<file path="src/rtl/load_pkg.sv">
// Shared definitions for the RV32I load path: opcode/funct3 constants,
// the load FSM state type and small decode helpers used by load_unit.
// Purely declarative; no logic, latency or backpressure of its own.
package load_pkg;

    localparam logic [6:0] OP_LOAD = 7'b0000011;

    localparam logic [2:0] F3_LB  = 3'b000;
    localparam logic [2:0] F3_LH  = 3'b001;
    localparam logic [2:0] F3_LW  = 3'b010;
    localparam logic [2:0] F3_LBU = 3'b100;
    localparam logic [2:0] F3_LHU = 3'b101;

    typedef enum logic [1:0] {
        IDLE  = 2'd0,
        WAIT0 = 2'd1,
        WAIT1 = 2'd2,
        RESP  = 2'd3
    } load_state_t;

    // A legal request is a load opcode with one of the five defined widths.
    function automatic logic load_legal(input logic [6:0] op, input logic [2:0] f3);
        return (op == OP_LOAD) &&
               ((f3 == F3_LB) || (f3 == F3_LH) || (f3 == F3_LW) ||
                (f3 == F3_LBU) || (f3 == F3_LHU));
    endfunction

    // Access crosses into the next word and needs a second read.
    function automatic logic load_spans(input logic [2:0] f3, input logic [1:0] off);
        if (f3 == F3_LW)
            return off != 2'd0;
        if ((f3 == F3_LH) || (f3 == F3_LHU))
            return off == 2'd3;
        return 1'b0;
    endfunction

    // Access is not naturally aligned to its own size.
    function automatic logic load_misaligned(input logic [2:0] f3, input logic [1:0] off);
        if (f3 == F3_LW)
            return off != 2'd0;
        if ((f3 == F3_LH) || (f3 == F3_LHU))
            return off[0];
        return 1'b0;
    endfunction

endpackage

</file>
<file path="src/rtl/load_extract.sv">
// Aligns a byte/half/word out of a {word1,word0} pair and sign/zero-extends it.
// Latency: combinational, zero cycles.
// Backpressure: none; pure function of its inputs.
//
// Ports:
//   word0  - word at the load's aligned address
//   word1  - following word (zero when the load fits in word0)
//   offset - byte offset addr[1:0]
//   funct3 - load width/sign select
//   data   - aligned, extended result
module load_extract
    import load_pkg::*;
#(
    parameter int XLEN = 32
) (
    input  logic [XLEN-1:0] word0,
    input  logic [XLEN-1:0] word1,
    input  logic [1:0]      offset,
    input  logic [2:0]      funct3,
    output logic [XLEN-1:0] data
);

    logic [XLEN-1:0] win;

    // Shifting the 64-bit little-endian pair by whole bytes brings the
    // addressed byte to bit 0; bytes above the window are never needed.
    assign win = XLEN'({word1, word0} >> {offset, 3'b000});

    always_comb begin
        data = win;
        case (funct3)
            F3_LB:   data = {{(XLEN-8){win[7]}}, win[7:0]};
            F3_LH:   data = {{(XLEN-16){win[15]}}, win[15:0]};
            F3_LBU:  data = {{(XLEN-8){1'b0}}, win[7:0]};
            F3_LHU:  data = {{(XLEN-16){1'b0}}, win[15:0]};
            default: data = win;
        endcase
    end

endmodule

</file>
<file path="src/rtl/load_unit.sv">
// RV32I load unit: word-aligned memory reads, byte alignment and extension.
// Latency: aligned 2 cycles, spanning 3 cycles, fault 1 cycle, +1 per memory wait.
// Backpressure: one request outstanding; req_ready high only while IDLE.
//
// Ports:
//   clk, rst                      - clock, synchronous active-high reset
//   req_valid/req_ready           - request handshake
//   opcode, funct3, addr, rd      - load instruction fields (latched on accept)
//   mem_rd_en, mem_addr           - word read request, held until mem_rvalid
//   mem_rvalid, mem_rdata         - read response, one cycle per read
//   resp_valid                    - one-cycle result strobe
//   resp_data, resp_rd, resp_fault- result, held until the next response
//
// Build option: LOAD_MISALIGNED_EN -- when defined, loads that cross a word
// boundary are split into two reads; otherwise misaligned loads fault.
module load_unit #(
    parameter int XLEN = 32
) (
    input  logic            clk,
    input  logic            rst,
    input  logic            req_valid,
    output logic            req_ready,
    input  logic [6:0]      opcode,
    input  logic [2:0]      funct3,
    input  logic [XLEN-1:0] addr,
    input  logic [4:0]      rd,
    output logic            mem_rd_en,
    output logic [XLEN-1:0] mem_addr,
    input  logic            mem_rvalid,
    input  logic [XLEN-1:0] mem_rdata,
    output logic            resp_valid,
    output logic [XLEN-1:0] resp_data,
    output logic [4:0]      resp_rd,
    output logic            resp_fault
);

    import load_pkg::*;

    load_state_t     state;
    logic [2:0]      f3_q;
    logic [1:0]      off_q;
    logic [4:0]      rd_q;
    logic [XLEN-1:0] ext_word0;
    logic [XLEN-1:0] ext_word1;
    logic [XLEN-1:0] ext_data;
    logic            req_fault;
    logic            split_needed;

`ifdef LOAD_MISALIGNED_EN
    logic [XLEN-1:0] word0_q;

    // In WAIT1 the first word comes from the holding register and the
    // live bus supplies the second; in WAIT0 the bus is the first word.
    assign ext_word0    = (state == WAIT1) ? word0_q : mem_rdata;
    assign ext_word1    = (state == WAIT1) ? mem_rdata : '0;
    assign req_fault    = !load_legal(opcode, funct3);
    assign split_needed = load_spans(f3_q, off_q);
`else
    assign ext_word0    = mem_rdata;
    assign ext_word1    = '0;
    assign req_fault    = !load_legal(opcode, funct3) || load_misaligned(funct3, addr[1:0]);
    assign split_needed = 1'b0;
`endif

    load_extract #(.XLEN(XLEN)) u_extract (
        .word0  (ext_word0),
        .word1  (ext_word1),
        .offset (off_q),
        .funct3 (f3_q),
        .data   (ext_data)
    );

    // Decoded straight from the state register, so no input reaches them.
    assign req_ready  = (state == IDLE);
    assign resp_valid = (state == RESP);

    always_ff @(posedge clk) begin
        if (rst) begin
            state      <= IDLE;
            f3_q       <= '0;
            off_q      <= '0;
            rd_q       <= '0;
            mem_rd_en  <= 1'b0;
            mem_addr   <= '0;
            resp_data  <= '0;
            resp_rd    <= '0;
            resp_fault <= 1'b0;
`ifdef LOAD_MISALIGNED_EN
            word0_q    <= '0;
`endif
        end else begin
            case (state)
                IDLE: begin
                    if (req_valid) begin
                        f3_q  <= funct3;
                        off_q <= addr[1:0];
                        rd_q  <= rd;
                        if (req_fault) begin
                            // Faults skip memory entirely and answer next cycle.
                            state      <= RESP;
                            resp_data  <= '0;
                            resp_rd    <= rd;
                            resp_fault <= 1'b1;
                        end else begin
                            state     <= WAIT0;
                            mem_rd_en <= 1'b1;
                            mem_addr  <= {addr[XLEN-1:2], 2'b00};
                        end
                    end
                end

                WAIT0: begin
                    if (mem_rvalid) begin
                        if (split_needed) begin
`ifdef LOAD_MISALIGNED_EN
                            word0_q  <= mem_rdata;
                            mem_addr <= mem_addr + XLEN'(4);
                            state    <= WAIT1;
`endif
                        end else begin
                            mem_rd_en  <= 1'b0;
                            state      <= RESP;
                            resp_data  <= ext_data;
                            resp_rd    <= rd_q;
                            resp_fault <= 1'b0;
                        end
                    end
                end

`ifdef LOAD_MISALIGNED_EN
                WAIT1: begin
                    if (mem_rvalid) begin
                        mem_rd_en  <= 1'b0;
                        state      <= RESP;
                        resp_data  <= ext_data;
                        resp_rd    <= rd_q;
                        resp_fault <= 1'b0;
                    end
                end
`endif

                RESP: state <= IDLE;

                default: begin
                    state     <= IDLE;
                    mem_rd_en <= 1'b0;
                end
            endcase
        end
    end

endmodule

</file>
<file path="config.mk">
export PLATFORM = sky130hd
export DESIGN_NAME = load_unit
export DESIGN_NICKNAME = d
export VERILOG_FILES = /design/src/rtl/load_pkg.sv /design/src/rtl/load_extract.sv /design/src/rtl/load_unit.sv
export SDC_FILE = /design/constraint.sdc
export NUM_CORES = 1
export LEC_CHECK = 0
export BUFFER_PORTS_ARGS = -buffer_cell sky130_fd_sc_hd__buf_4
export CAP_MARGIN = 20
export CORE_ASPECT_RATIO = 0.9
export CORE_MARGIN = 2
export CORE_UTILIZATION = 43
export CTS_CLUSTER_SIZE = 12
export DETAILED_ROUTE_END_ITERATION = 6
export PLACE_DENSITY = 0.77
export SYNTH_ARGS = -nofsm -noshare
export SYNTH_HDL_FRONTEND = slang
export SYNTH_SLANG_ARGS = --single-unit
</file>
<file path="constraint.sdc">
create_clock -name clk -period 1.79 [get_ports clk]
set_input_delay 0.2685 -clock clk [delete_from_list [all_inputs] [get_ports clk]]
set_output_delay 0.2685 -clock clk [all_outputs]
set_load 0.01 [all_outputs]
</file>
Word-level counts from Yosys, hierarchy flattened --
Index checks and enable logic that the tools add are counted.
Word-level totals: register bits 81, input bits 83, output and inout port bits 73
Cells by class: eq/ne operators 14, shift operators 1, multiplexer cells 27, bitwise gates (word level) 2, reductions and logical operators 18
Operators with widths (number):
- 32-bit case mux with 4 select lines | 1
- 32-bit two-way mux | 3
- 32-bit case mux with 2 select lines | 1
- 32-bit by 5-bit >> shifter with 32-bit output | 1
- 5-bit two-way mux | 3
- 3-bit == test (second input constant) | 4
- 1-bit two-way mux | 12
- 5-bit case mux with 2 select lines | 1
- 4-bit AND reduction | 2
- 7-bit by 2-bit == test with 1-bit output (second input constant) | 1
- 3-bit by 1-bit == test with 1-bit output (second input constant) | 2
- 3-bit zero test | 2
- 1-bit logical OR | 6
- 2-bit two-way mux | 3
- 2-bit inequality test (second input constant) | 3
- 2-bit case mux with 2 select lines | 1
- 2-bit AND reduction | 2
- 2-bit nonzero test | 2
- 3-bit by 2-bit == test with 1-bit output (second input constant) | 1
- 1-bit case mux with 3 select lines | 1
- 3-bit AND reduction | 1
- 2-bit by 1-bit == test with 1-bit output (second input constant) | 1
- 2-bit == test (second input constant) | 1
- 2-bit zero test | 1
- 5 further kinds | 6

Longest topological paths before layout --
Gate-level depths: netlist (run 1).
word-level depth 11, depth in mapped cells 6

Cells and area by module --
A second synthesis (run 1) with hierarchy kept.
Second synthesis, totals: cell total of the unflattened synthesis 512, area total of the unflattened synthesis 4553.1 sq um
By module, submodules not included:
- load_unit | instances 1, cells each 411, area an instance 3433.3 sq um
- load_extract | instances 1, cells each 101, area an instance 1119.8 sq um

Worst setup path after synthesis (run 1) --
No wires, ideal clock.
kind flip-flop to flip-flop, from reg off_q[1], to reg resp_data[16], arrival time 1551 ps, data required time 1668 ps, path slack 117 ps, cell stages (with the launch flop) 7, path buffers 2, cells stage by stage dfxtp_1 > buf_2 > mux2i_1 > mux2i_1 > o211a_1 > buf_2 > a221o_1
On the way: word-level cells in the longest chain between the ends 4
RTL lines:
- start: declaration | line load_unit.sv:41 | logic [1:0] off_q;
- start signal: assignment | line load_unit.sv:96 | off_q <= addr[1:0];
- 32-bit by 5-bit >> shifter with 32-bit output | line load_extract.sv:27 | assign win = XLEN'({word1, word0} >> {offset, 3'b000});
- 32-bit case mux with 4 select lines | line load_extract.sv:31 | case (funct3)
- 32-bit two-way mux | line load_unit.sv:113 | if (mem_rvalid) begin
- 32-bit case mux with 2 select lines | line load_unit.sv:92 | case (state)
- end signal: assignment | line load_unit.sv:123 | resp_data <= ext_data;
- end: declaration | line load_unit.sv:32 | output logic [XLEN-1:0] resp_data,
No other way between the ends. The select of a mux whose other input is x is not followed. A chain may end at the register's enable or synchronous reset.

Final worst setup path (run 1) --
from reg off_q[1], to reg resp_data[15]
The elaborated chain is that of the path after synthesis.

==> results.ini, run 1 <==
[logic_synthesis]
post_synth_instance_area_um2 = 3570
synthTopCellsByArea = sky130_fd_sc_hd__dfxtp_1 45%, sky130_fd_sc_hd__mux2i_1 13%, sky130_fd_sc_hd__mux2_2 6.0%
post_synth_xor_area_fraction_pct = 0
ys.flop_type = sky130_fd_sc_hd__dfxtp_1
seq_area_frac_synth_pct = 45.5
syn_avg_cell_area_um2 = 10.0
ys_seq_elements = 81
library_cell_with_the_highest_instance_count_after_synthesis = sky130_fd_sc_hd__dfxtp_1
yosys_warnings = 0
synthMuxAreaShare_pct = 20.4
netlist.area_leader.share_pct = 45.5
synth-async-reset-ratio_pct = 0
yosys.area_share.adder_pct = 0
synth_top_area_cell = sky130_fd_sc_hd__dfxtp_1
synth_top_family_by_area = multiplexers
synth-compound-area-share_pct = 15.4
yosys.area_share.simple_pct = 14.6
synthCells = 356
synth-edff-count = 0
synth.lib_cells_used.distinct = 39
synth.top_cells.by_count = 81 x sky130_fd_sc_hd__dfxtp_1, 48 x sky130_fd_sc_hd__mux2i_1, 40 x sky130_fd_sc_hd__nand2_1

[status]
run_status = complete, no violations

[drt]
num_vias = 3151
drt_drc_violations_left = 0
detail_route.first_pass.iterations = 5
postRouteWirelength_um = 9520
dr.first_iter.drc_count = 159
final_antenna_net_count = 0
drt-vias-per-instance = 5.12
routed_wire_length_per_instance_um = 15.4

[worst_setup_path]
worst_r2r_path_depth = 4
critPathLaunch = off_q[1]
worst-endpoint-required_ps = 2030
timing.critical_path.to = resp_data[15]
timing.critical_path.fanout_max = 8
critical_path.reg2reg.startpoint = off_q[1]
critPathLaunchType = register
critPathArrivalTime_ps = 1940
endpoint_kind = register
timing.setup.critical_path_class = reg -> reg
timing.rr.end = resp_data[15]
reg2reg_setup_slack_ps = 90

[job]
max_cap_violations = 0

[floorplanning]
core_area_um2 = 8070
die_h_um = 90.4
std_cell_rows = 31
die_x_um = 100
design.die.area_um2 = 9040
io_pins = 156
initial_utilization_pct = 44.2

[placed_design]
place.detailed.hpwl_um = 7280
placement.io_buffers = 153
gp_congestion = 0.829
placedCellCount = 600

[clocking]
clock_tree_buf_depth = 2
clk_pin_slew_ps = 90
ctsHtreeMaxLevel = 3
cts_sinks = 81
numCtsBuffers = 9
root_buffer = sky130_fd_sc_hd__clkbuf_8
cts_tree = done
post_cts_repair_timing_setup_buffer_count = 0
ctsResizeCount = 0
clock_latency_ps = 340
cts_hold_repair.buffers = 0

[global_routing]
grt_overflow = 0
gr-usage-all-layers_pct = 21.3
number_of_antenna_violations_at_the_first_check_in_global_routing = 0
grt_pass1_vias = 3156
grt_start_max_net_pins = 38
grt_first_pass_wirelength_um = 15300

[sta]
fin_tns_setup_ps = 0
tcrit_tclk_final_pct = 95.0
clock_skew_ps = 10.7
report.final.setup_viol = 0
worstMarginPinSlew_ps = 660
max-slew-margin-rel_pct = 56.0
fmax_mhz = 588
final_max_slew_viol_count = 0
hold_viol = 0
min_period_ps = 1700
rsz0062_at_grt = no

[layout]
antenna-diode-count = 0
layout.cells.non_filler = 616
layout.nets = 595
share_of_final_layout_standard_cells_stronger_than_drive_strength_1_pct = 42.0
area_growth_pct = 42.7

[pwr]
total_power_w = 0.00391
leakagePower_nw = 2.44
power.ir.vdd_worst_v = 0.000506
power_per_cell_area_nw_per_um2 = 768

[min_path]
min-delay-path-class = in -> reg

## stage by stage
step                util [%]  setup WS (ps)  hold WS (ps)  area (um2)
finish                  63.1           89.8           156        5090
global route            63.1           2.84           138        5090
CTS                     63.0           3.06           144        5080
detailed placement      60.6          -74.4           447        4890
global placement        60.6          -6.14           443        4890
floorplan                  -            117           404        3570
## worst max-delay path, stage by stage (launching register included)
cell                       delay [ps]
sky130_fd_sc_hd__dfxtp_1          450
sky130_fd_sc_hd__mux4_2           570
sky130_fd_sc_hd__nand2b_1          90
sky130_fd_sc_hd__a21oi_1          200
sky130_fd_sc_hd__a22o_1           280
## final cells by class
type                            instances  area [um2]
Timing Repair Buffer                  170        1310
Clock buffer                           11         131
Inverter                                1        3.75
Clock inverter                          5        63.8
Fill cell                             689        2980
Multi-Input combinational cell        249        1830
Sequential cell                        81        1620
Tap cell                               99         124
## layer usage
layer / routed length (um) / vias up / track usage [%] / part of all wire (%)
met1: 4130 / 1452 / 27.3 / 43
met3: 533 / 17 / 4.64 / 5.6
li1: - / 1575 / - / -
met4: 235 / 0 / 8.45 / 2.5
met5: 0 / - / 0 / 0
met2: 4620 / 107 / 34.6 / 49
## sequential cells by signal, indices dropped and copies added, names as in the netlist
register    flops
resp_data      32
mem_addr       30
rd_q            5
resp_rd         5
f3_q            3
off_q           2
state           2
mem_rd_en       1
resp_fault      1
## cells by family (layout without fill, tap and decap cells)
| family | count (synthesis) | after routing |
|---|---|---|
| flip-flops | 81 | 81 |
| multiplexers | 69 | 69 |
| AO/OA/AOI/OAI | 73 | 73 |
| other | 1 | 2 |
| buffers and inverters | 27 | 187 |
| AND/OR/NAND/NOR | 105 | 105 |
## cell usage in the layout, fill, tap and decap left out, types with 2 or more instances in the layout
cell type	count
sky130_fd_sc_hd__mux2_2	19
sky130_fd_sc_hd__clkbuf_1	2
sky130_fd_sc_hd__a21oi_1	25
sky130_fd_sc_hd__a221o_1	16
sky130_fd_sc_hd__mux2i_1	48
sky130_fd_sc_hd__clkinv_4	2
sky130_fd_sc_hd__nor2_1	33
sky130_fd_sc_hd__nand2b_1	11
sky130_fd_sc_hd__conb_1	2
sky130_fd_sc_hd__nand2_1	40
sky130_fd_sc_hd__buf_12	3
sky130_fd_sc_hd__o21ai_0	8
sky130_fd_sc_hd__o211ai_1	8
sky130_fd_sc_hd__clkbuf_8	9
sky130_fd_sc_hd__dfxtp_1	81
sky130_fd_sc_hd__a22o_1	8
sky130_fd_sc_hd__nor3_1	2
sky130_fd_sc_hd__nor2b_1	7
sky130_fd_sc_hd__nor2b_2	2
sky130_fd_sc_hd__nor3b_2	2
sky130_fd_sc_hd__buf_4	167
## worst min-delay path by stage
stage                         endpoint      from  cells after the start  slack (ps)
after floorplan                rd_q[0]     rd[0]                      2         400
after global placement         rd_q[1]   rd_q[1]                      2         440
after detailed placement       rd_q[4]   rd_q[4]                      2         450
after CTS                  mem_addr[2]   addr[2]                      3         140
after global routing      mem_addr[11]  addr[11]                      3         140
final                      mem_addr[8]   addr[8]                      3         160
## where the power goes
part | leakage, nW | internal [W] | switching [W]
sequential | 0.656 | 0.00187 | 0.0000474
clock | 0.0941 | 0.000656 | 0.000658
combinational | 1.69 | 0.000365 | 0.000314
total | 2.44 | 0.00289 | 0.00102
(Power assumes the default switching activity.)
==> run 2: changes to the inputs <==
- SLEW_MARGIN: unset -> 20
- clock period: 1.79 -> 1.4 ns (I/O delays scaled with it)
==> results.ini, run 2 (synthesis results as in run 1) <==
[floorplanning]
io_pins = 156  ; unchanged
die_h_um = 90.4  ; unchanged
core_area_um2 = 8070  ; unchanged
initial_utilization_pct = 44.2  ; unchanged
std_cell_rows = 31  ; unchanged
design.die.area_um2 = 9040  ; unchanged
die_x_um = 100  ; unchanged

[worst_setup_path]
path_depth = 5  ; +1
worst-endpoint-required_ps = 1630  ; -400 ps
reg2reg_setup_slack_ps = -140  ; -230 ps
critPathArrivalTime_ps = 1770  ; -170 ps
critical_path.max_stage_delay_ps = 400  ; -170 ps
timing.rr.end = resp_data[0]
worst_path_dominant_cell_family = multiplexers
timing.critical_path.to = resp_data[0]
worst_r2r_path_depth = 5  ; +1
critPathLaunchType = register
timing.critical_path.fanout_max = 11  ; +3
critPathLaunch = off_q[1]
cp_cell_sequence = buf_6 > buf_12 > mux2_2 > o211ai_1 > mux2i_1
slowest_stage = sky130_fd_sc_hd__dfxtp_4
timing.setup.critical_path_class = reg -> reg
critical_path.reg2reg.startpoint = off_q[1]
critical_path.n_buffers_inverters = 2  ; +2
endpoint_kind = register

[pwr]
power_per_cell_area_nw_per_um2 = 968  ; +26%
total_power_w = 0.00529  ; +35%
power.ir.vdd_worst_v = 0.000679  ; +34%
leakagePower_nw = 2.64  ; +8.5%

[sta]
min_period_ps = 1540  ; -160 ps
clock_skew_ps = 9.69  ; -1.05 ps
report.final.setup_viol = 45  ; +45
timing.final.ws_setup_ps = -141  ; -230 ps
rsz0062_at_grt = yes
final_max_slew_viol_count = 0  ; unchanged
hold_viol = 0  ; unchanged
fmax_mhz = 649  ; +10%
tcrit_tclk_final_pct = 110  ; +15 points

[global_routing]
grtUsageMet3_pct = 6.58  ; +1.9 points
grt_start_max_net_pins = 42  ; +11%
number_of_antenna_violations_at_the_first_check_in_global_routing = 0  ; unchanged
grt_first_pass_wirelength_um = 16800  ; +9.8%
gr-max-usage-layer = met2
globalRouteMet2Util_pct = 41.4  ; +6.8 points
use_met1_pct = 26.9  ; -0.38 points
grt_overflow = 0  ; unchanged
grt_pass1_vias = 3431  ; +8.7%
gr-usage-all-layers_pct = 23.3  ; +2.1 points

[placed_design]
place.detailed.hpwl_um = 7760  ; +6.6%
placement.io_buffers = 153  ; unchanged
placedCellCount = 621  ; +3.5%
gp_congestion = 0.894  ; +7.8%

[layout]
share_of_final_layout_standard_cells_stronger_than_drive_strength_1_pct = 47.2  ; +5.2 points
top_regs = resp_data x32, mem_addr x30
layout.nets = 623  ; +4.7%
layout.cells.most_common_list = 185 x sky130_fd_sc_hd__buf_4, 78 x sky130_fd_sc_hd__dfxtp_1, 47 x sky130_fd_sc_hd__mux2i_1
antenna-diode-count = 0  ; unchanged
fillcell_total = 639  ; -7.3%
final_common_cell = sky130_fd_sc_hd__buf_4
largest_register_ffs = 32  ; unchanged
final-seq-area_um2 = 1630  ; +0.69%
area_growth_pct = 53.1
multi_input_combinational_cell_area_um2 = 1910  ; +4.4%
layout.cells.non_filler = 644  ; +4.5%
largest_register = resp_data

[clocking]
cts_tree = done
clock_tree_buf_depth = 2  ; unchanged
clock_latency_ps = 360  ; +20 ps
root_buffer = sky130_fd_sc_hd__clkbuf_8
cts_sinks = 81  ; unchanged
numCtsBuffers = 9  ; unchanged
clk_pin_slew_ps = 90  ; about the same
cts_hold_repair.buffers = 0  ; unchanged
ctsHtreeMaxLevel = 3  ; unchanged

[drt]
postRouteWirelength_um = 10600  ; +12%
drt_drc_violations_left = 0  ; unchanged
dr.first_iter.drc_count = 126  ; -21%
drt-vias-per-instance = 5.24  ; +2.4%
routed_wire_length_per_instance_um = 16.5  ; +6.7%
num_vias = 3373  ; +7.0%
detail_route.first_pass.iterations = 4  ; -1
final_antenna_net_count = 0  ; unchanged

[min_path]
min-delay-path-class = in -> reg

[status]
violations = setup timing
run_status = finished, violations left

[job]
max_cap_violations = 0  ; unchanged

[run 2: changes by cell type in the layout (fill, tap and decap cells not counted), sizes merged]
cell and delta:
clkinvlp -1, clkbuf -1, clkinv +1, inv +1, buf +28
[run 2: stage by stage]
stage          setup TNS, ps  worst slack, ps  util (%)  hold WS (ps)  cell area [um2]
6_report               -3500             -141      67.7          78.5             5460
5_1_grt                -6400             -194      67.7          73.9             5460
4_1_cts                -3500             -149      67.0          70.3             5410
3_5_place_dp          -16680             -398      63.0           450             5080
3_3_place_gp          -13900             -325      63.0           438             5080
2_1_floorplan          -3160             -126         -           336             3620
[run 2: repair_timing]
item / CTS / global route
pin swaps: 9 / 8
gates resized for setup: 16 / 10
gates cloned: 1 / 0
buffers inserted: 5 / 2
setup endpoints to repair: 68 / 67
[run 2: cell type report]
cell class | count | share of cell area (%)
Timing Repair Buffer | 198 | 28.9
Tap cell | 99 | 2.27
Clock buffer | 10 | 2.52
Sequential cell | 81 | 29.9
Multi-Input combinational cell | 249 | 35.0
Clock inverter | 6 | 1.35
Inverter | 1 | 0.0687
[run 2: worst min-delay path by stage]
stage,slack [ps],depth (start not counted),start,endpoint
3_5_place_dp,450,3,addr[7],mem_addr[7]
3_3_place_gp,440,3,addr[13],mem_addr[13]
5_1_grt,70,3,addr[24],mem_addr[24]
6_report,80,3,addr[18],mem_addr[18]
2_1_floorplan,340,2,addr[1],off_q[1]
4_1_cts,70,3,addr[18],mem_addr[18]
[run 2: report_power, final]
part           internal (W)  switching (W)  leakage [nW]
registers           0.00239      0.0000635         0.658
logic              0.000577       0.000461          1.88
clock network      0.000895       0.000906         0.107
total               0.00386        0.00143          2.64
[run 2: layer usage]
layer	routed length, um	up-vias	part of all wire [%]
li1	-	1636	-
met4	204	0	1.9
met5	0	-	0
met3	690	20	6.5
met2	5570	109	52
met1	4150	1608	39
[run 2: worst reg2reg max path, delay by kind of cell, from the launching register on]
| family | cells | cell delay [ps] |
|---|---|---|
| flip-flops | 1 | 400 |
| AO/OA/AOI/OAI | 1 | 250 |
| multiplexers | 2 | 450 |
| buffers and inverters | 2 | 330 |
==> run 3: changes to the inputs <==
--- a/config.mk
+++ b/config.mk
@@ -12,4 +12,5 @@
 export CORE_UTILIZATION = 43
-export CTS_CLUSTER_SIZE = 12
+export CTS_CLUSTER_SIZE = 25
 export DETAILED_ROUTE_END_ITERATION = 6
+export GPL_TIMING_DRIVEN = 1
 export PLACE_DENSITY = 0.77
--- a/constraint.sdc
+++ b/constraint.sdc
@@ -3,2 +3,2 @@
 set_output_delay 0.21 -clock clk [all_outputs]
-set_load 0.01 [all_outputs]
+set_load 0.1 [all_outputs]
==> results.ini, run 3 (synthesis results as in run 1) <==
[worst_setup_path]
critical_path.n_buffers_inverters = 1  ; -1
endpoint_kind = register
worst_path_dominant_cell_family = multiplexers
critPathLaunchType = register
cp_cell_sequence = buf_6 > mux4_2 > nand2b_4 > a21oi_4 > a22o_1
critPathArrivalTime_ps = 1840  ; +70 ps
worst-endpoint-required_ps = 1650  ; +20 ps
timing.critical_path.fanout_max = 8  ; -3
critical_path.max_stage_delay_ps = 560  ; +160 ps
timing.setup.critical_path_class = reg -> reg
slowest_stage = sky130_fd_sc_hd__mux4_2

[sta]
timing.final.ws_setup_ps = -193  ; -52.6 ps
fin_tns_setup_ps = -6680  ; -3190 ps
fmax_mhz = 628  ; -3.3%
hold_viol = 0  ; unchanged
rsz0062_at_grt = yes
worstMarginPinSlew_ps = 807
tcrit_tclk_final_pct = 114  ; +3.8 points
min_period_ps = 1590  ; +52.6 ps
clock_skew_ps = 17.9  ; +8.20 ps
report.final.setup_viol = 69  ; +53%
final_max_slew_viol_count = 0  ; unchanged
max-slew-margin-rel_pct = 46.0

[layout]
top_regs = resp_data x32, mem_addr x30
layout.cells.most_common_list = 182 x sky130_fd_sc_hd__buf_4, 78 x sky130_fd_sc_hd__dfxtp_1, 45 x sky130_fd_sc_hd__mux2i_1
layout.nets = 630  ; +1.1%
largest_register = resp_data
share_of_final_layout_standard_cells_stronger_than_drive_strength_1_pct = 48.6  ; +1.4 points
post-route-util_pct = 69.9  ; +2.2 points
fillcell_total = 576  ; -9.9%
largest_register_ffs = 32  ; unchanged
area_growth_pct = 58.2
final_common_cell = sky130_fd_sc_hd__buf_4
postLayoutCellArea_um2 = 5640  ; +3.3%
antenna-diode-count = 0  ; unchanged

[drt]
drt-vias-per-instance = 5.34  ; +1.9%
final_antenna_net_count = 0  ; unchanged
routed_wire_length_per_instance_um = 17.1  ; +4.0%
num_vias = 3476  ; +3.1%
drt_drc_violations_left = 0  ; unchanged
detail_route.first_pass.iterations = 6  ; +2
postRouteWirelength_um = 11200  ; +5.1%
dr.first_iter.drc_count = 200  ; +59%

[status]
run_status = finished, violations left
violations = setup timing

[pwr]
total_power_w = 0.00568  ; +7.4%
power.ir.vdd_worst_v = 0.000814  ; +20%
power_per_cell_area_nw_per_um2 = 1010  ; +4.0%
leakagePower_nw = 2.73  ; +3.4%

[clocking]
clock_tree_buf_depth = 2  ; unchanged
numCtsBuffers = 9  ; unchanged
clock_latency_ps = 360  ; about the same
cts_hold_repair.buffers = 0  ; unchanged
ctsHtreeMaxLevel = 3  ; unchanged
root_buffer = sky130_fd_sc_hd__clkbuf_8
clk_pin_slew_ps = 90  ; about the same
cts_sinks = 81  ; unchanged
cts_tree = done

[global_routing]
grt_pass1_vias = 3186  ; -7.1%
grt_start_max_net_pins = 45  ; +7.1%
grt_first_pass_wirelength_um = 15600  ; -7.1%
gr-usage-all-layers_pct = 21.7  ; -1.6 points
number_of_antenna_violations_at_the_first_check_in_global_routing = 0  ; unchanged
grt_overflow = 0  ; unchanged

[placed_design]
placed_cell_area_um2 = 5060  ; -0.39%
place.detailed.hpwl_um = 7340  ; -5.4%
placement.io_buffers = 153  ; unchanged
gp_congestion = 0.882  ; -1.3%

[floorplanning]
std_cell_rows = 31  ; unchanged
design.die.area_um2 = 9040  ; unchanged
io_pins = 156  ; unchanged
core_area_um2 = 8070  ; unchanged
die_x_um = 100  ; unchanged
die_h_um = 90.4  ; unchanged
initial_utilization_pct = 44.2  ; unchanged

[min_path]
min-delay-path-class = in -> reg

[job]
max_cap_violations = 0  ; unchanged

-- run 3: cell types whose count changed in the layout (fill, tap and decap cells not counted), moves of 3 or more --
cell	delta
sky130_fd_sc_hd__mux2_2	-6
sky130_fd_sc_hd__buf_6	+3
sky130_fd_sc_hd__buf_4	-3
sky130_fd_sc_hd__buf_12	+4
sky130_fd_sc_hd__clkbuf_16	+3
sky130_fd_sc_hd__mux2_4	+6
-- run 3: timing repair --
item                       CTS  global route
gates resized for setup     23            30
hold endpoints to repair     0             0
buffers inserted             5            10
pin swaps                   10            22
setup endpoints to repair   51            70
gates cloned                 2             2
-- run 3: report_power, final --
group / leakage [nW] / internal [W] / total [W] / switching [W]
combinational: 1.98 / 0.000652 / 0.00159 / 0.000939
sequential: 0.658 / 0.00239 / 0.00245 / 0.0000619
clock: 0.0895 / 0.000711 / 0.00164 / 0.000930
total: 2.73 / 0.00375 / 0.00568 / 0.00193
-- run 3: final timing paths --
| kind | slack, ps | start | cells past startpoint | endpoint |
|---|---|---|---|---|
| max | -190 | off_q[1] | 5 | resp_data[15] |
| min | 80 | addr[25] | 3 | mem_addr[25] |
| max reg2reg | -190 | off_q[1] | 5 | resp_data[15] |
| min reg2reg | 460 | rd_q[3] | 2 | rd_q[3] |
-- run 3: worst reg2reg max path: stages (launching register included) --
cell and delay (ps):
sky130_fd_sc_hd__dfxtp_4 380, sky130_fd_sc_hd__buf_6 140, sky130_fd_sc_hd__mux4_2 560, sky130_fd_sc_hd__nand2b_4 110, sky130_fd_sc_hd__a21oi_4 90, sky130_fd_sc_hd__a22o_1 220
-- run 3: per-stage QoR --
stage,cells,setup slack [ps],hold WS (ps)
6_report,651,-193,82.0
5_1_grt,651,-231,76.6
4_1_cts,640,-140,72.6
3_5_place_dp,618,-400,446
3_3_place_gp,618,-317,438
2_1_floorplan,357,-128,336
-- run 3: final cells by class --
class	count	area, um2	area share (%)
clock buffers	10	138	2.44
clock inverters	6	50.0	0.887
inverters	1	3.75	0.0665
multi-input cells	249	1950	34.5
flip-flops and latches	81	1630	28.9
well taps	99	124	2.20
repair buffers	205	1750	30.9
-- run 3: layer usage --
| layer | part of all wire, % | wire, um | global-route usage, % | up-vias |
|---|---|---|---|---|
| met5 | 0 | 0 | 0 | - |
| met4 | 2.3 | 261 | 6.28 | 0 |
| met3 | 8.0 | 897 | 6.35 | 26 |
| met2 | 48 | 5390 | 35.2 | 163 |
| met1 | 41 | 4610 | 28.0 | 1635 |
| li1 | - | - | - | 1652 |
